File: src/rtl/addsub_seq_pkg.sv
// Shared ALU definitions: operation codes, default width, sequencer state
// encoding and the comparator ALUFun[3:1] codes that consume our flags.
package alu_defs;

  localparam int WIDTH_DEF = 32;

  localparam logic ALU_ADD = 1'b0;
  localparam logic ALU_SUB = 1'b1;

  typedef enum logic [1:0] {
    ST_IDLE = 2'd0,
    ST_RUN  = 2'd1,
    ST_DONE = 2'd2
  } state_e;

  // Comparator ALUFun[3:1]; LT is resolved as Overflow ^ Negative.
  localparam logic [2:0] CMP_NEQ = 3'b000;
  localparam logic [2:0] CMP_EQ  = 3'b001;
  localparam logic [2:0] CMP_LT  = 3'b010;
  localparam logic [2:0] CMP_LTZ = 3'b101;
  localparam logic [2:0] CMP_LEZ = 3'b110;
  localparam logic [2:0] CMP_GTZ = 3'b111;

endpackage

File: src/rtl/addsub_seq_if.sv
// Request/result bundle between the EX stage (master) and the
// slice-serial add/sub unit (slave).
interface addsub_seq_if
  import alu_defs::*;
#(
  parameter int WIDTH = WIDTH_DEF
);
  logic             Start;
  logic [WIDTH-1:0] A;
  logic [WIDTH-1:0] B;
  logic             ALUFun0;
  logic             Sign;
  logic             Busy;
  logic             Done;
  logic [WIDTH-1:0] S;
  logic             Zero;
  logic             Overflow;
  logic             Negative;

  modport master (
    output Start, A, B, ALUFun0, Sign,
    input  Busy, Done, S, Zero, Overflow, Negative
  );

  modport slave (
    input  Start, A, B, ALUFun0, Sign,
    output Busy, Done, S, Zero, Overflow, Negative
  );
endinterface

File: src/rtl/addsub_seq_slice.sv
// Combinational SLICE_W-bit adder; also exposes the carry into the slice
// MSB so the top slice can produce signed overflow.
module addsub_slice #(
  parameter int SLICE_W = 8
) (
  input  logic [SLICE_W-1:0] a,
  input  logic [SLICE_W-1:0] b,
  input  logic               cin,
  output logic [SLICE_W-1:0] sum,
  output logic               cout,
  output logic               cmsb
);
  logic [SLICE_W-1:0] lo;

  assign lo   = {1'b0, a[SLICE_W-2:0]} + {1'b0, b[SLICE_W-2:0]}
              + {{(SLICE_W-1){1'b0}}, cin};
  assign cmsb = lo[SLICE_W-1];
  assign sum  = {a[SLICE_W-1] ^ b[SLICE_W-1] ^ cmsb, lo[SLICE_W-2:0]};
  assign cout = (a[SLICE_W-1] & b[SLICE_W-1]) | (cmsb & (a[SLICE_W-1] ^ b[SLICE_W-1]));
endmodule

File: src/rtl/addsub_seq.sv
// Slice-serial ADD/SUB: one SLICE_W slice per clock, LSB first, with a
// Start/Busy/Done handshake and registered result/flags.
module addsub_seq
  import alu_defs::*;
#(
  parameter int WIDTH   = WIDTH_DEF,
  parameter int SLICE_W = 8
) (
  input  logic         clk,
  input  logic         reset,
  addsub_seq_if.slave  bus
);
  localparam int NSLICE = WIDTH / SLICE_W;
  localparam int CW     = (NSLICE > 1) ? $clog2(NSLICE) : 1;

  state_e           state_q, state_d;
  logic [CW-1:0]    cnt_q, cnt_d;
  logic [WIDTH-1:0] a_q, a_d, b_q, b_d;
  logic [WIDTH-1:0] shadow_q, shadow_d;
  logic [WIDTH-1:0] s_q, s_d;
  logic             carry_q, carry_d;
  logic             sub_q, sub_d, sign_q, sign_d;
  logic             busy_q, busy_d, done_q, done_d;
  logic             zero_q, zero_d, ovf_q, ovf_d, neg_q, neg_d;

  logic [SLICE_W-1:0] slice_sum;
  logic               slice_cout, slice_cmsb;

  // Operands are shifted right each RUN cycle, so the adder always sees bit 0.
  addsub_slice #(.SLICE_W(SLICE_W)) u_slice (
    .a    (a_q[SLICE_W-1:0]),
    .b    (b_q[SLICE_W-1:0]),
    .cin  (carry_q),
    .sum  (slice_sum),
    .cout (slice_cout),
    .cmsb (slice_cmsb)
  );

  always_comb begin
    state_d  = state_q;
    cnt_d    = cnt_q;
    a_d      = a_q;
    b_d      = b_q;
    shadow_d = shadow_q;
    s_d      = s_q;
    carry_d  = carry_q;
    sub_d    = sub_q;
    sign_d   = sign_q;
    busy_d   = busy_q;
    done_d   = done_q;
    zero_d   = zero_q;
    ovf_d    = ovf_q;
    neg_d    = neg_q;
    case (state_q)
      ST_IDLE, ST_DONE: begin
        done_d = 1'b0;
        busy_d = 1'b0;
        if (bus.Start) begin
          a_d     = bus.A;
          b_d     = (bus.ALUFun0 == ALU_SUB) ? ~bus.B : bus.B;
          carry_d = bus.ALUFun0;
          sub_d   = bus.ALUFun0;
          sign_d  = bus.Sign;
          cnt_d   = '0;
          busy_d  = 1'b1;
          state_d = ST_RUN;
        end else begin
          state_d = ST_IDLE;
        end
      end
      ST_RUN: begin
        a_d      = a_q >> SLICE_W;
        b_d      = b_q >> SLICE_W;
        carry_d  = slice_cout;
        shadow_d = {slice_sum, shadow_q[WIDTH-1:SLICE_W]};
        cnt_d    = cnt_q + CW'(1);
        if (cnt_q == CW'(NSLICE - 1)) begin
          s_d     = shadow_d;
          zero_d  = (shadow_d == '0);
          if (sign_q) begin
            ovf_d = slice_cmsb ^ slice_cout;
            neg_d = shadow_d[WIDTH-1];
          end else begin
            ovf_d = (sub_q == ALU_ADD) ? slice_cout : 1'b0;
            neg_d = (sub_q == ALU_SUB) ? ~slice_cout : 1'b0;
          end
          busy_d  = 1'b0;
          done_d  = 1'b1;
          state_d = ST_DONE;
        end
      end
      default: begin
        busy_d  = 1'b0;
        done_d  = 1'b0;
        state_d = ST_IDLE;
      end
    endcase
  end

  always_ff @(posedge clk or negedge reset) begin
    if (!reset) begin
      state_q  <= ST_IDLE;
      cnt_q    <= '0;
      a_q      <= '0;
      b_q      <= '0;
      shadow_q <= '0;
      s_q      <= '0;
      carry_q  <= 1'b0;
      sub_q    <= 1'b0;
      sign_q   <= 1'b0;
      busy_q   <= 1'b0;
      done_q   <= 1'b0;
      zero_q   <= 1'b0;
      ovf_q    <= 1'b0;
      neg_q    <= 1'b0;
    end else begin
      state_q  <= state_d;
      cnt_q    <= cnt_d;
      a_q      <= a_d;
      b_q      <= b_d;
      shadow_q <= shadow_d;
      s_q      <= s_d;
      carry_q  <= carry_d;
      sub_q    <= sub_d;
      sign_q   <= sign_d;
      busy_q   <= busy_d;
      done_q   <= done_d;
      zero_q   <= zero_d;
      ovf_q    <= ovf_d;
      neg_q    <= neg_d;
    end
  end

  assign bus.Busy     = busy_q;
  assign bus.Done     = done_q;
  assign bus.S        = s_q;
  assign bus.Zero     = zero_q;
  assign bus.Overflow = ovf_q;
  assign bus.Negative = neg_q;
endmodule

File: src/flat_wrapper.sv
// flat-port wrapper written by rule: the top's interface ports become plain ports
module addsub_seq_flat import alu_defs::*;
#(
  parameter int WIDTH   = WIDTH_DEF,
  parameter int SLICE_W = 8
)
  (clk, reset, bus_Start, bus_A, bus_B, bus_ALUFun0, bus_Sign, bus_Busy, bus_Done, bus_S, bus_Zero, bus_Overflow, bus_Negative);
  addsub_seq_if #(.WIDTH(WIDTH)) bus_i ();
  input  logic clk;
  input  logic reset;
  input wire logic [$bits(bus_i.Start)-1:0] bus_Start;
  input wire logic [$bits(bus_i.A)-1:0] bus_A;
  input wire logic [$bits(bus_i.B)-1:0] bus_B;
  input wire logic [$bits(bus_i.ALUFun0)-1:0] bus_ALUFun0;
  input wire logic [$bits(bus_i.Sign)-1:0] bus_Sign;
  output wire logic [$bits(bus_i.Busy)-1:0] bus_Busy;
  output wire logic [$bits(bus_i.Done)-1:0] bus_Done;
  output wire logic [$bits(bus_i.S)-1:0] bus_S;
  output wire logic [$bits(bus_i.Zero)-1:0] bus_Zero;
  output wire logic [$bits(bus_i.Overflow)-1:0] bus_Overflow;
  output wire logic [$bits(bus_i.Negative)-1:0] bus_Negative;
  assign bus_i.Start = bus_Start;
  assign bus_i.A = bus_A;
  assign bus_i.B = bus_B;
  assign bus_i.ALUFun0 = bus_ALUFun0;
  assign bus_i.Sign = bus_Sign;
  assign bus_Busy = bus_i.Busy;
  assign bus_Done = bus_i.Done;
  assign bus_S = bus_i.S;
  assign bus_Zero = bus_i.Zero;
  assign bus_Overflow = bus_i.Overflow;
  assign bus_Negative = bus_i.Negative;
  addsub_seq #(.WIDTH(WIDTH), .SLICE_W(SLICE_W)) u_core (.clk(clk), .reset(reset), .bus(bus_i));
endmodule
File: config.mk
export PLATFORM = sky130hd
export DESIGN_NAME = addsub_seq_flat
export DESIGN_NICKNAME = d
export VERILOG_FILES = /design/src/rtl/addsub_seq_pkg.sv /design/src/rtl/addsub_seq_if.sv /design/src/rtl/addsub_seq_slice.sv /design/src/rtl/addsub_seq.sv /design/src/flat_wrapper.sv
export SDC_FILE = /design/constraint.sdc
export NUM_CORES = 1
export LEC_CHECK = 0
export CORE_MARGIN = 3
export CORE_UTILIZATION = 34
export CTS_CLUSTER_SIZE = 14
export DETAILED_ROUTE_END_ITERATION = 12
export PLACE_DENSITY_LB_ADDON = 0.08
export SLEW_MARGIN = 10
export SYNTH_ARGS = -nofsm -noshare
export SYNTH_HDL_FRONTEND = slang
export SYNTH_SLANG_ARGS = --single-unit
File: constraint.sdc
create_clock -name clk -period 3 [get_ports clk]
set_input_delay 0.45 -clock clk [delete_from_list [all_inputs] [get_ports clk]]
set_output_delay 0.45 -clock clk [all_outputs]
set_load 0.1 [all_outputs]
==> flow_metrics.env <==
export IMPL_critPathTopFamily="adder cells"
export IMPL_via_per_inst=4.85
export IMPL_pin_count=106
export IMPL_cts_tree="done"
export IMPL_drt_iter0_markers=308
export IMPL_ant_nets=0
export IMPL_ctsLongestPathBuffers=2
export IMPL_nets=742
export IMPL_mostFrequentLayoutCell="nand2_1"
export IMPL_final_cell_mix="195 x nand2_1, 130 x dfrtp_1, 66 x clkdlybuf4s50_1"
export IMPL_rows=46
export IMPL_root_buffer="clkbuf_16"
export IMPL_wirelength_um=13800
export IMPL_detail_route_wl_per_cell_um=15.5
export IMPL_place_congestion=0.813
export IMPL_fin_worst_hold_slack_ns=0.0513
export IMPL_finalCritPeriodShare=0.942
export IMPL_synth_fp_nets=644
export IMPL_ir_drop_v=0.000811
export IMPL_path_max_fanout=5
export IMPL_critPathArrivalTime_ns=3.17
export IMPL_holdBufCountCts=0
export IMPL_drive_gt1_frac=0.135
export IMPL_first_pass_iters=4
export IMPL_critical_path_class="reg2reg"
export IMPL_clock_sinks=130
export IMPL_dp_hpwl_um=9530
export IMPL_end_kind="flop"
export IMPL_crit_slowest_cell="fa_1"
export IMPL_die_h_um=135
export IMPL_ys_types=43
export IMPL_core_area_mm2=0.0161
export IMPL_seq_area_frac_synth=0.572
export IMPL_synthCells=565
export IMPL_grt_util_all_layers=0.160
export IMPL_hp_class="in2async"
export IMPL_final_hold_violation_count=0
export IMPL_start_kind="flop"
export IMPL_tightest_slew_ns=0.708
export IMPL_p_per_area_mw_per_mm2=1330
export IMPL_max_slew_margin=0.528
export IMPL_cpPeakStageDelay_ns=0.62
export IMPL_synth_seq_cells=130
export IMPL_grt_start_max_net_pins=73
export IMPL_fillCellCount=1595
export IMPL_setup_ws_ns=0.174
export IMPL_cts_repair_resized=0
export IMPL_cts_setup_buffers=0
export IMPL_antenna_diode_count=0
export IMPL_path_buf_inv=0
export IMPL_synthToLayoutAreaGrowth_pct=30.4
export IMPL_max_cap_violations=0
export IMPL_grt_antenna_before_repair=0
export IMPL_dieWidth_um=135
export IMPL_outcome="complete, no violations"
export IMPL_min_period_ns=2.83
export IMPL_die_area_mm2=0.0183
export IMPL_rrSetupSlack_ns=0.17
export IMPL_h_tree_depth=4
export IMPL_required_ns=3.35
export IMPL_place_ws_ns=0.179
export IMPL_grt_pass1_wl_um=23100
export IMPL_numPortBuffers=105
export IMPL_maxSlewViolCount=0
export IMPL_start_util=0.353
export IMPL_grt_pass1_vias=4424
export IMPL_path_cells="ha_1 -> a21oi_1 -> o22ai_1 -> o21ai_0 -> fa_1 -> nor4b_1 -> nand2_1 -> nor3_1 -> and4_1 -> a32o_1"
export IMPL_synth_warnings=0
export IMPL_clk_pin_slew_worst_paths_ns=0.06
export IMPL_syn_area_mm2=0.00568
export IMPL_postSynthAreaPerCell_um2=10.1
export IMPL_clk_latency_ns=0.41
export IMPL_fmax_mhz=354
export IMPL_overflow=0
export IMPL_drc=0
export IMPL_power_leakage_uw=0.00348
export IMPL_vias=4327
export IMPL_setup_viol=0
export IMPL_final_setup_skew_ns=0.0105
export IMPL_setup_tns_ns=0
export IMPL_rsz0062_at_grt="no"
export IMPL_cts_buffers=17
-- cells by family after synthesis --
| kind of cell | after synthesis | share of synthesized area |
|---|---|---|
| multiplexers | 4 | 0.00771 |
| buffers and inverters | 42 | 0.0350 |
| AND/OR/NAND/NOR | 243 | 0.170 |
| AO/OA/AOI/OAI | 100 | 0.132 |
| adder cells (fa/ha/maj) | 10 | 0.0260 |
| XOR/XNOR | 36 | 0.0568 |
| flip-flops | 130 | 0.572 |
-- final cells by class --
class / count / area [µm²] / area share
inverters: 6 / 22.5 / 0.00304
multi-input cells: 393 / 2240 / 0.303
clock inverters: 10 / 82.6 / 0.0111
well taps: 216 / 270 / 0.0365
repair buffers: 115 / 1050 / 0.142
clock buffers: 22 / 484 / 0.0653
flip-flops and latches: 130 / 3250 / 0.439
-- through the flow --
| step | util | total power (µW) | cell area (µm²) | std cells |
|---|---|---|---|---|
| after floorplan | - | 6700 | 5680 | 565 |
| after global placement | 0.424 | 7890 | 6840 | 860 |
| after detailed placement | 0.424 | 7970 | 6840 | 860 |
| after CTS | 0.460 | 9960 | 7410 | 892 |
| after global routing | 0.460 | 10500 | 7410 | 892 |
| final | 0.460 | 9830 | 7410 | 892 |
-- sequential cells by signal, indices dropped and copies added, names as in the netlist --
signal,flops
u_core.sign_q,1
u_core.bus.Negative,1
u_core.bus.S,32
u_core.state_q,2
u_core.a_q,32
u_core.cnt_q,2
u_core.bus.Overflow,1
u_core.bus.Zero,1
u_core.b_q,32
u_core.sub_q,1
u_core.shadow_q,24
u_core.carry_q,1
-- final timing paths --
path                                   from               end  cells past startpoint
min reg2reg                u_core.bus.S[22]  u_core.bus.S[22]                      2
max reg2reg                   u_core.a_q[3]   u_core.bus.Zero                     10
max in group asynchronous             reset     u_core.a_q[8]                      2
min in group clk           u_core.bus.S[22]  u_core.bus.S[22]                      2
min                                   reset  u_core.bus.S[21]                      1
max                           u_core.a_q[3]   u_core.bus.Zero                     10
-- Yosys cell counts, drive strengths merged --
cell type	n	area, µm²
ha	7	87.6
nand2b	3	18.8
clkbuf	10	37.5
o21a	1	7.51
and4	1	8.76
or3	1	6.26
xor2	2	25.0
a211oi	2	20.0
nor3	3	15.0
o211ai	2	15.0
mux2	3	33.8
o22ai	1	6.26
a21o	1	7.51
a21oi	6	33.8
inv	5	18.8
a22o	9	78.8
buf	26	139
mux2i	1	10.0
fa	3	60.1
a221o	25	250
dfrtp	130	3250
o21bai	2	15.0
a32o	1	10.0
nand3	2	10.0
nand4	1	6.26
nor4	5	31.3
a22oi	23	173
and2b	1	7.51
nor2b	1	6.26
o21ai	27	135
clkinv	1	3.75
nor2	28	108
nor4b	1	8.76
xnor2	34	298
nand2	196	738
-- per-layer routing --
metal  track usage  vias to the layer above  part of all wire
li1              -                     2102                 -
met1         0.212                     2130              0.45
met2         0.257                       89              0.50
met3        0.0449                        6             0.041
met4        0.0493                        0            0.0074
met5             0                        -                 0
-- power breakdown --
part	total [µW]	switching, µW	leakage (µW)	internal [µW]
Clock	1950	730	0.000277	1220
Sequential	3140	581	0.00164	2560
Combinational	4740	3350	0.00156	1390
Total	9830	4660	0.00348	5160
Note: power is estimated with default switching activity, not from simulation.
